<file path="src/rtl/osc_meter_pkg.sv">
// Shared types and constants for the oscillator frequency meter.
// Optional build macro: OSC_METER_GLITCH_FILTER_EN (adds a 3-sample majority
// filter after the synchronizer, two extra cycles of edge latency).
package osc_meter_pkg;

    // Measurement controller states
    typedef enum logic [1:0] {
        IDLE  = 2'd0,
        COUNT = 2'd1,
        HOLD  = 2'd2
    } meter_state_t;

    // Flops in the osc_in synchronizer chain
    localparam int SYNC_STAGES = 2;

`ifdef OSC_METER_GLITCH_FILTER_EN
    // Majority history plus the registered vote
    localparam int FILTER_LATENCY = 2;
`else
    localparam int FILTER_LATENCY = 0;
`endif

    // osc_in rising edge to edge_p pulse, in clk cycles
    localparam int EDGE_LATENCY = SYNC_STAGES + FILTER_LATENCY + 1;

endpackage

</file>
<file path="src/rtl/osc_meter_sync.sv">
// Brings the asynchronous oscillator signal into the clk domain and emits a
// one-cycle pulse per rising edge.
// Optional build macro: OSC_METER_GLITCH_FILTER_EN (majority filter stage).
module osc_meter_sync
    import osc_meter_pkg::*;
(
    input  logic clk,
    input  logic rst,
    input  logic osc_in,
    output logic edge_p
);

    logic [SYNC_STAGES-1:0] sync_q;
    logic [SYNC_STAGES-1:0] sync_d;
    logic                   level;
    logic                   level_prev_q;
    logic                   level_prev_d;
    logic                   edge_q;
    logic                   edge_d;

    // Synchronizer chain: stage 0 samples osc_in, later stages shift it along
    generate
        for (genvar gi = 0; gi < SYNC_STAGES; gi++) begin : g_sync
            if (gi == 0) begin : g_first
                assign sync_d[gi] = osc_in;
            end else begin : g_next
                assign sync_d[gi] = sync_q[gi-1];
            end
            // One synchronizer flop
            always_ff @(posedge clk or posedge rst) begin
                if (rst) sync_q[gi] <= 1'b0;
                else     sync_q[gi] <= sync_d[gi];
            end
        end
    endgenerate

`ifdef OSC_METER_GLITCH_FILTER_EN
    logic [1:0] hist_q;
    logic [1:0] hist_d;
    logic       filt_q;
    logic       filt_d;

    // Majority of the current and two previous synchronized samples, so a
    // single-cycle excursion never wins the vote
    always_comb begin
        hist_d = {hist_q[0], sync_q[SYNC_STAGES-1]};
        filt_d = (sync_q[SYNC_STAGES-1] & hist_q[0]) |
                 (sync_q[SYNC_STAGES-1] & hist_q[1]) |
                 (hist_q[0] & hist_q[1]);
    end

    // Filter history and vote registers
    always_ff @(posedge clk or posedge rst) begin
        if (rst) begin
            hist_q <= 2'b00;
            filt_q <= 1'b0;
        end else begin
            hist_q <= hist_d;
            filt_q <= filt_d;
        end
    end

    assign level = filt_q;
`else
    assign level = sync_q[SYNC_STAGES-1];
`endif

    // Rising-edge detect on the clean level
    always_comb begin
        level_prev_d = level;
        edge_d       = level & ~level_prev_q;
    end

    // Detector registers; edge_p comes straight from a flop
    always_ff @(posedge clk or posedge rst) begin
        if (rst) begin
            level_prev_q <= 1'b0;
            edge_q       <= 1'b0;
        end else begin
            level_prev_q <= level_prev_d;
            edge_q       <= edge_d;
        end
    end

    assign edge_p = edge_q;

endmodule

</file>
<file path="src/rtl/osc_freq_meter.sv">
// Counts oscillator rising edges over a fixed window of GATE_CYCLES clk
// cycles and hands each count out over a valid/ready interface.
// Optional build macro: OSC_METER_GLITCH_FILTER_EN (see osc_meter_sync).
module osc_freq_meter
    import osc_meter_pkg::*;
#(
    parameter int unsigned GATE_CYCLES = 65536,
    parameter int unsigned CNT_W       = 24
) (
    input  logic             clk,
    input  logic             rst,
    input  logic             osc_in,
    input  logic             start,
    input  logic             continuous,
    output logic             busy,
    output logic [CNT_W-1:0] result,
    output logic             result_valid,
    input  logic             result_ready,
    output logic             overflow
);

    localparam logic [31:0] GATE_LOAD = 32'(GATE_CYCLES - 1);

    meter_state_t     state_q, state_d;
    logic [31:0]      gate_q, gate_d;
    logic [CNT_W-1:0] cnt_q, cnt_d;
    logic             run_ovf_q, run_ovf_d;
    logic [CNT_W-1:0] result_q, result_d;
    logic             overflow_q, overflow_d;
    logic [CNT_W-1:0] cnt_inc;
    logic             ovf_inc;
    logic             arm;
    logic             edge_p;

    osc_meter_sync u_sync (
        .clk    (clk),
        .rst    (rst),
        .osc_in (osc_in),
        .edge_p (edge_p)
    );

    // Next-state logic: gate timing, saturating edge count, result capture
    always_comb begin
        state_d    = state_q;
        gate_d     = gate_q;
        cnt_d      = cnt_q;
        run_ovf_d  = run_ovf_q;
        result_d   = result_q;
        overflow_d = overflow_q;
        arm        = 1'b0;

        // Count including this cycle's edge; stick at all-ones rather than wrap
        cnt_inc = cnt_q;
        ovf_inc = run_ovf_q;
        if (edge_p) begin
            if (&cnt_q) ovf_inc = 1'b1;
            else        cnt_inc = cnt_q + CNT_W'(1);
        end

        case (state_q)
            IDLE: begin
                arm = start;
            end
            COUNT: begin
                cnt_d     = cnt_inc;
                run_ovf_d = ovf_inc;
                if (gate_q == 32'd0) begin
                    // Last gate cycle: its edge is already folded into cnt_inc
                    result_d   = cnt_inc;
                    overflow_d = ovf_inc;
                    state_d    = HOLD;
                end else begin
                    gate_d = gate_q - 32'd1;
                end
            end
            HOLD: begin
                if (result_ready) begin
                    if (continuous) arm = 1'b1;
                    else            state_d = IDLE;
                end
            end
            default: begin
                state_d = IDLE;
            end
        endcase

        // Arming clears only the running count; the published result and
        // overflow stay put until the next window completes
        if (arm) begin
            cnt_d     = '0;
            run_ovf_d = 1'b0;
            gate_d    = GATE_LOAD;
            state_d   = COUNT;
        end
    end

    // State, counters and result registers
    always_ff @(posedge clk or posedge rst) begin
        if (rst) begin
            state_q    <= IDLE;
            gate_q     <= 32'd0;
            cnt_q      <= '0;
            run_ovf_q  <= 1'b0;
            result_q   <= '0;
            overflow_q <= 1'b0;
        end else begin
            state_q    <= state_d;
            gate_q     <= gate_d;
            cnt_q      <= cnt_d;
            run_ovf_q  <= run_ovf_d;
            result_q   <= result_d;
            overflow_q <= overflow_d;
        end
    end

    assign busy         = (state_q == COUNT) || (state_q == HOLD);
    assign result_valid = (state_q == HOLD);
    assign result       = result_q;
    assign overflow     = overflow_q;

endmodule

</file>
<file path="config.mk">
export PLATFORM = sky130hd
export DESIGN_NAME = osc_freq_meter
export DESIGN_NICKNAME = d
export VERILOG_FILES = /design/src/rtl/osc_meter_pkg.sv /design/src/rtl/osc_meter_sync.sv /design/src/rtl/osc_freq_meter.sv
export SDC_FILE = /design/constraint.sdc
export NUM_CORES = 1
export LEC_CHECK = 0
export BUFFER_PORTS_ARGS = -buffer_cell sky130_fd_sc_hd__buf_2
export CAP_MARGIN = 20
export CORE_MARGIN = 4
export CORE_UTILIZATION = 60
export DETAILED_ROUTE_END_ITERATION = 10
export GPL_TIMING_DRIVEN = 0
export PLACE_DENSITY_LB_ADDON = 0.08
export SLEW_MARGIN = 20
export SYNTH_ARGS = -nofsm -noshare
export SYNTH_HDL_FRONTEND = slang
export SYNTH_SLANG_ARGS = --single-unit
</file>
<file path="constraint.sdc">
create_clock -name clk -period 3.1 [get_ports clk]
set_input_delay 0.465 -clock clk [delete_from_list [all_inputs] [get_ports clk]]
set_output_delay 0.465 -clock clk [all_outputs]
set_load 0.02 [all_outputs]
</file>
==> results.yml, run 1 <==
setup_path:
  cp.arrival_ps: 3010
  path_cells: "inv_1, ha_1, clkbuf_1, inv_1, nor2_1, o21ai_1, buf_2, or3_1, a21oi_1"
  critPathKind: "register to register"
  cp-endpoint: "cnt_q[4]"
  max_stage_delay_ps: 410
  worst_path_most_repeated_cell: "inv_1"
  crit_path_start: "state_q[1]"
  r2r_cells: 9
  r2r_slack_ps: 380
  cp_num_buf_inv: 4
  required_ps: 3390
  critPathCaptureType: "register"
  cp-start-kind: "register"
  critPathSlowestCell: "dfrtp_1"
  cp_max_fo: 10
  cpLargestDelayFamily: "buffers and inverters"
  r2r_end: "cnt_q[4]"
  cp.depth: 9
  rr_startpoint: "state_q[1]"
yosys:
  seq_area_frac_synth_pct: 46.4
  synth_top_area_share_pct: 46.4
  syn_avg_cell_area_um2: 9.19
  synth_common_cells: "dfrtp_1 (88), nor2_1 (54), nand2_1 (40)"
  synthTopCellsByArea: "dfrtp_1 (46%), nor2_1 (4.3%), a21oi_1 (3.9%)"
  synthArstFlopShare_pct: 100
  synth_cells: 516
  synth.most_common_cell: "dfrtp_1"
  yosys_warnings: 0
  ys_ff_latch: 88
  syn_nets: 527
  synth_top_area_cell: "dfrtp_1"
  yosysUniqueCellTypes: 59
  syn_area_mm2: 0.00474
  synth_edf_count: 0
  synth-main-ff-cell: "dfrtp_1"
flow_run:
  maxCapViolCount: 0
cts:
  cts_max_path_buffers: 2
  clk_latency_ps: 360
  cts_setup_buffers: 0
  cts.sinks: 88
  cts_inserted_buffers: 9
  clockRootBuffer: "clkbuf_8"
  path_clk_slew_ps: 90
  cts_tree: "done"
  htree_levels: 3
  ctsHoldBuffers: 0
  cts.repair.resized: 0
sta:
  fin_crit_sh_pct: 87.8
  hold_viol_final: 0
  fin_hold_ws_ps: 155
  relSlewSlack_pct: 54.0
  finalMaxSlewViolations: 0
  skew_ps: 14.2
  rsz0062_at_grt: "no"
  max_clock_freq_mhz: 367
  worst_slew_pin_slew_ps: 684
  period_minus_slack_ps: 2720
  setup_viol: 0
global_route:
  grt_max_degree: 46
  grt.overflow.total: 0
  grt_pass1_wl_mm: 19.2
  antenna_found_initial: 0
  grt_pass1_vias: 3863
  grtUsageTotal_pct: 24.8
placement:
  gp_congestion: 1.00
  dp_hpwl_mm: 7.96
  portBuffers: 32
  dpl.cell_count: 651
  placed_cell_area_mm2: 0.00506
route:
  ant_nets: 0
  vias: 4175
  drc: 0
  first_iter_violations: 255
  first_pass_iters: 5
  vias_per_cell: 6.28
  wire_per_inst_um: 16.9
  wl_mm: 11.2
floorplan:
  pin_count: 33
  core_mm2: 0.00773
  die_x_um: 96.9
  num_rows: 32
  initial_core_util_pct: 61.4
  die_area_mm2: 0.00939
  die_h_um: 96.9
worst_hold_path:
  hold_path.class: "input port to asynchronous set/reset pin"
layout:
  finalNetCount: 571
  diodes: 0
  layout-drive-gt1-share_pct: 14.4
  final_cell_count_no_fill: 665
  final_area_mm2: 0.00529
  syn_to_final_growth_pct: 11.4
status:
  status: "finished, final reports clean"
power_and_ir_drop:
  p_total_w: 0.00271
  power_density_mw_per_mm2: 514
  ir_worst_vdd_uv: 281
  p_leak_nw: 2.26
## power by group
| part | switching (W) | leakage [nW] | internal [W] |
|---|---|---|---|
| Combinational | 0.000418 | 1.01 | 0.000149 |
| Clock | 0.000398 | 0.112 | 0.000526 |
| Sequential | 0.0000385 | 1.14 | 0.00118 |
| Total | 0.000855 | 2.26 | 0.00186 |
## sequential cells by signal, summed over array words and instances, names as in the netlist
name and count:
gate_q 32, u_sync.level_prev_q 1, result 24, u_sync.sync_d 1, overflow 1, u_sync.edge_p 1
state_q 2, cnt_q 24, u_sync.level 1, run_ovf_q 1
## layout make-up
type	count	area [um2]
fillers	627	2440
multi-input cells	384	2340
flip-flops and latches	88	2200
repair buffers	33	188
plain buffers	35	168
clock buffers	10	128
well taps	102	128
clock inverters	4	95.1
inverters	9	36.3
## cells in the final DEF (no fill, tap or decap), types with 13 or more instances in the layout
cell and n:
xor2_1 16, or4_1 19, nand2_1 40, a21oi_1 37, nor3_1 13, o21ai_0 30, clkbuf_1 18, nand4_1 15
xnor2_1 13, dfrtp_1 88, nand3_1 22, buf_2 46, nor2_1 54
## per-layer routing
metal	vias to the layer above	GRT usage, %	wire length [um]
met5	-	0	0
met4	0	10.0	306
met3	28	3.75	600
met2	148	39.9	5410
met1	2001	33.6	4910
li1	1998	-	-
## stage by stage
| stage | setup WS, ps | setup TNS [ps] | util, % |
|---|---|---|---|
| 5_1_grt | 191 | 0 | 68.4 |
| 3_5_place_dp | 484 | 0 | 65.5 |
| 6_report | 379 | 0 | 68.4 |
| 3_3_place_gp | -662 | -57940 | 65.1 |
| 2_1_floorplan | 356 | 0 | - |
| 4_1_cts | 451 | 0 | 68.4 |
## worst min path at each step
stage | startpoint | end | slack [ps] | cells past startpoint
6_report | rst | result[17] | 160 | 2
2_1_floorplan | u_sync.sync_d[1] | u_sync.level | 330 | 0
5_1_grt | osc_in | u_sync.sync_d[1] | 200 | 1
3_3_place_gp | u_sync.sync_d[1] | u_sync.level | 330 | 0
4_1_cts | rst | result[17] | 180 | 2
3_5_place_dp | u_sync.sync_d[1] | u_sync.level | 340 | 0
## kinds of logic after synthesis
logic type | Yosys count | share of synthesized area (%)
AND/OR/NAND/NOR | 223 | 25.3
AO/OA/AOI/OAI | 125 | 16.9
XOR/XNOR | 29 | 5.35
buffers and inverters | 44 | 4.25
flip-flops | 88 | 46.4
multiplexers | 2 | 0.422
adder cells (fa/ha/maj) | 5 | 1.32
Note: power is estimated with default switching activity, not from simulation.
==> run 2: changes to the inputs <==
--- a/config.mk
+++ b/config.mk
@@ -8,7 +8,7 @@
 export BUFFER_PORTS_ARGS = -buffer_cell sky130_fd_sc_hd__buf_2
 export CAP_MARGIN = 20
 export CORE_MARGIN = 4
-export CORE_UTILIZATION = 60
+export CORE_UTILIZATION = 48
 export DETAILED_ROUTE_END_ITERATION = 10
 export GPL_TIMING_DRIVEN = 0
 export PLACE_DENSITY_LB_ADDON = 0.08
==> results.yml, run 2 (same netlist as run 1, synthesis figures left out) <==
status:
  status: "finished, final reports clean"
global_route:
  grt_max_degree: 47
  grt_pass1_wl_mm: 19.4
  grt_pass1_vias: 3844
  grtUsageTotal_pct: 21.1
  antenna_found_initial: 0
  grt.overflow.total: 0
route:
  wl_mm: 11.4
  first_pass_iters: 5
  first_iter_violations: 219
  ant_nets: 0
  wire_per_inst_um: 16.4
  vias: 4070
  drc: 0
  vias_per_cell: 5.86
sta:
  relSlewSlack_pct: 52.3
  period_minus_slack_ps: 2720
  hold_viol_final: 0
  fin_ws_ps: 378
  finalMaxSlewViolations: 0
  rsz0062_at_grt: "no"
  worst_slew_pin_slew_ps: 716
  max_clock_freq_mhz: 367
  fin_tns_setup_ps: 0
  setup_viol: 0
  skew_ps: 7.53
  fin_crit_sh_pct: 87.8
layout:
  multiInputGateArea_mm2: 0.00234
  layout-drive-gt1-share_pct: 14.2
  diodes: 0
  syn_to_final_growth_pct: 10.9
  mostFrequentLayoutCell: "dfrtp_1"
  fin_util_pct: 54.3
  regArea_mm2: 0.00220
  final_cell_mix: "dfrtp_1 (88), nor2_1 (54), buf_2 (46)"
  finalNetCount: 571
  largest_register: "gate_q"
  largest_reg_flops: 32
  fillers: 931
power_and_ir_drop:
  ir_worst_vdd_uv: 204
  power_density_mw_per_mm2: 475
  p_total_w: 0.00250
  p_leak_nw: 2.23
setup_path:
  critPathKind: "register to register"
  required_ps: 3380
  crit_path_start: "state_q[1]"
  cp_max_fo: 10
  rr_startpoint: "state_q[1]"
  cp.arrival_ps: 3000
  cp-start-kind: "register"
  critPathCaptureType: "register"
  r2r_slack_ps: 380
floorplan:
  initial_core_util_pct: 49.0
  num_rows: 36
  die_h_um: 107
  die_area_mm2: 0.0115
  core_mm2: 0.00968
  die_x_um: 107
  pin_count: 33
cts:
  cts_setup_buffers: 0
  clk_latency_ps: 360
  htree_levels: 3
  cts_inserted_buffers: 9
  path_clk_slew_ps: 80
  cts.sinks: 88
  ctsHoldBuffers: 0
  cts.repair.resized: 0
  cts_max_path_buffers: 2
  cts_tree: "done"
  clockRootBuffer: "clkbuf_8"
placement:
  pre_cts_ws_ps: 422
  gp_congestion: 0.911
  dp_hpwl_mm: 8.21
  portBuffers: 32
flow_run:
  maxCapViolCount: 0
worst_hold_path:
  hold_path.class: "input port to asynchronous set/reset pin"
## run 2: report_power, final
part	internal [W]	switching, W
Clock	0.000322	0.000388
Sequential	0.00118	0.0000380
Combinational	0.000150	0.000419
Total	0.00166	0.000845
## run 2: metrics by stage
step                      cells  hold slack (ps)  cell area (um2)
final                       695              146             5260
after global routing        695              190             5260
after CTS                   695              171             5260
after detailed placement    682              335             5100
after global placement      681              332             5070
after floorplan             516              331             4740
## run 2: worst max-delay path, stage by stage, from the launching register on
cell	delay, ps
dfrtp_1	400
inv_1	90
ha_1	190
clkbuf_1	430
inv_1	280
nor2_1	340
o21ai_1	220
buf_2	240
or3_1	320
a21oi_1	140
## run 2: layout make-up
| type | count | share of cell area (%) |
|---|---|---|
| sequential | 88 | 41.9 |
| multi-input combinational | 384 | 44.5 |
| timing repair buffer | 33 | 3.57 |
| buffer | 35 | 3.19 |
| clock inverter | 1 | 0.0951 |
| inverter | 9 | 0.690 |
| tap | 133 | 3.16 |
| clock buffer | 12 | 2.95 |
## run 2: worst paths after layout
check / cells past startpoint / end
setup / recovery: 9 / cnt_q[15]
min in group clk: 1 / u_sync.sync_d[1]
max in group asynchronous: 3 / gate_q[31]
setup reg to reg: 9 / cnt_q[15]
hold reg to reg: 0 / u_sync.level
hold / removal: 2 / result[18]
## run 2: metal layers
layer	part of all wire [%]	global-route usage, %
met5	0	0
met4	2.5	9.20
met3	4.3	3.36
met2	47	33.1
met1	46	29.0
==> run 3: changes to the inputs <==
--- a/config.mk
+++ b/config.mk
@@ -6,7 +6,6 @@
 export NUM_CORES = 1
 export LEC_CHECK = 0
 export BUFFER_PORTS_ARGS = -buffer_cell sky130_fd_sc_hd__buf_2
-export CAP_MARGIN = 20
 export CORE_MARGIN = 4
 export CORE_UTILIZATION = 48
 export DETAILED_ROUTE_END_ITERATION = 10
==> constraint.sdc (replaced) <==
create_clock -name clk -period 2.5 [get_ports clk]
set_input_delay 0.375 -clock clk [delete_from_list [all_inputs] [get_ports clk]]
set_output_delay 0.375 -clock clk [all_outputs]
set_load 0.02 [all_outputs]
==> results.yml, run 3 (same netlist as run 1, synthesis figures left out) <==
layout:
  syn_to_final_growth_pct: 15.3
  mostFrequentLayoutCell: "dfrtp_1"
  final_cell_count_no_fill: 703
  final_cell_mix: "dfrtp_1 (88), nor2_1 (52), buf_2 (43)"
  largest_reg_flops: 32
  final_area_mm2: 0.00547
  finalNetCount: 576
  layout-drive-gt1-share_pct: 17.9
  largest_register: "gate_q"
  diodes: 0
  fillers: 870
setup_path:
  cp.arrival_ps: 2680
  r2r_cells: 6
  required_ps: 2810
  r2r_end: "gate_q[31]"
  rr_startpoint: "gate_q[10]"
  critPathCaptureType: "register"
  cp_max_fo: 10
  cp-start-kind: "register"
  r2r_slack_ps: 120
  max_stage_delay_ps: 580
  path_cells: "or4_4, nor4_4, buf_6, o2111ai_4, or4_1, nand2_1"
  critPathSlowestCell: "or4_4"
  cpLargestDelayFamily: "simple AND/OR/NAND/NOR gates"
  critPathKind: "register to register"
  cp_num_buf_inv: 1
placement:
  dp_hpwl_mm: 8.24
  portBuffers: 32
  placed_cell_area_mm2: 0.00514
  gp_congestion: 0.911
  dpl.cell_count: 684
sta:
  relSlewSlack_pct: 55.0
  setup_viol: 0
  period_minus_slack_ps: 2380
  fin_hold_ws_ps: 108
  fin_crit_sh_pct: 95.1
  skew_ps: 7.43
  worst_slew_pin_slew_ps: 669
  hold_viol_final: 0
  max_clock_freq_mhz: 421
  rsz0062_at_grt: "yes"
  finalMaxSlewViolations: 0
global_route:
  antenna_found_initial: 0
  grtUsageTotal_pct: 21.3
  grt.overflow.total: 0
  grt_pass1_wl_mm: 19.5
  grt_max_degree: 35
  grt_pass1_vias: 3861
cts:
  path_clk_slew_ps: 80
  cts_inserted_buffers: 9
  cts_tree: "done"
  clk_latency_ps: 370
  cts.sinks: 88
  clockRootBuffer: "clkbuf_8"
  htree_levels: 3
  cts_max_path_buffers: 2
route:
  wire_per_inst_um: 16.6
  vias_per_cell: 5.80
  met2_wirelength_mm: 5.50
  wl_mm: 11.6
  first_iter_violations: 171
  ant_nets: 0
  route.met3.wl_um: 499
  top_layer_used: "met4"
  wirelength_met1_mm: 5.43
  first_pass_iters: 5
  drc: 0
  vias: 4078
floorplan:
  num_rows: 36
  die_x_um: 107
  die_h_um: 107
  initial_core_util_pct: 49.0
  pin_count: 33
  die_area_mm2: 0.0115
  core_mm2: 0.00968
worst_hold_path:
  holdPathEnd: "u_sync.sync_d[1]"
  hold_path.class: "input port to register"
  min-delay-start: "osc_in"
  whs_path_depth: 1
power_and_ir_drop:
  p_leak_nw: 2.31
  ir_worst_vdd_uv: 328
  power_density_mw_per_mm2: 603
status:
  status: "finished, final reports clean"
flow_run:
  maxCapViolCount: 0
## run 3: cell count changes in the layout (fill, tap and decap cells not counted), moves of 2 or more
cell / before / now
nor2_2: 0 / 2
buf_12: 0 / 2
clkbuf_2: 0 / 2
clkbuf_1: 18 / 14
buf_2: 46 / 43
nor4_2: 1 / 4
nor4_1: 12 / 8
o21ai_1: 5 / 3
buf_4: 3 / 9
o21ai_2: 0 / 2
nor2_1: 54 / 52
## run 3: worst reg2reg max path: stages, from the launching register on
cell and delay, ps:
dfrtp_1 420, or4_4 580, nor4_4 410, buf_6 210
o2111ai_4 130, or4_1 490, nand2_1 80
## run 3: where the power goes
part	leakage [nW]	switching (W)	internal [W]	total, W
sequential	1.14	0.0000476	0.00147	0.00152
clock	0.103	0.000508	0.000515	0.00102
combinational	1.06	0.000533	0.000227	0.000759
total	2.31	0.00109	0.00221	0.00330
## run 3: final cells by class
| cell class | instances | area (um2) | share of cell area (%) |
|---|---|---|---|
| Multi-Input combinational cell | 384 | 2420 | 44.2 |
| Sequential cell | 88 | 2200 | 40.3 |
| Timing Repair Buffer | 40 | 268 | 4.89 |
| Buffer | 33 | 178 | 3.25 |
| Tap cell | 133 | 166 | 3.04 |
| Clock inverter | 3 | 40.0 | 0.732 |
| Clock buffer | 13 | 159 | 2.90 |
| Inverter | 9 | 37.5 | 0.686 |
## run 3: per-stage QoR
step                TNS [ps]  util, %  setup slack (ps)  total power [W]
floorplan                  0        -               268          0.00201
global placement       -2760     52.4              -125          0.00224
detailed placement     -3150     53.1              -172          0.00226
CTS                        0     55.5              19.5          0.00329
global route           -1.19     56.5             -1.19          0.00347
finish                     0     56.5               123          0.00330
## run 3: timing repair
item | in CTS | in global routing
gates cloned | 0 | 0
setup buffers | 2 | 2
resized for setup | 5 | 25
endpoints found under the setup margin | 39 | 57
endpoints found under the hold margin | 13 | 0
pin swaps | 1 | 2
hold buffers | 1 | 0
## run 3: worst max path at each step
stage	startpoint	end	slack [ps]	depth (start not counted)
3_5_place_dp	state_q[1]	cnt_q[4]	-170	9
2_1_floorplan	gate_q[0]	result[19]	270	10
5_1_grt	gate_q[0]	result[14]	-1	8
6_report	gate_q[10]	gate_q[31]	120	6
3_3_place_gp	state_q[1]	cnt_q[4]	-120	9
4_1_cts	gate_q[0]	result[6]	20	10
## run 3: layer usage
| metal | global-route usage [%] | up-vias |
|---|---|---|
| li1 | - | 2001 |
| met1 | 29.7 | 1959 |
| met2 | 33.8 | 103 |
| met3 | 3.48 | 15 |
| met4 | 7.12 | 0 |
| met5 | 0 | - |
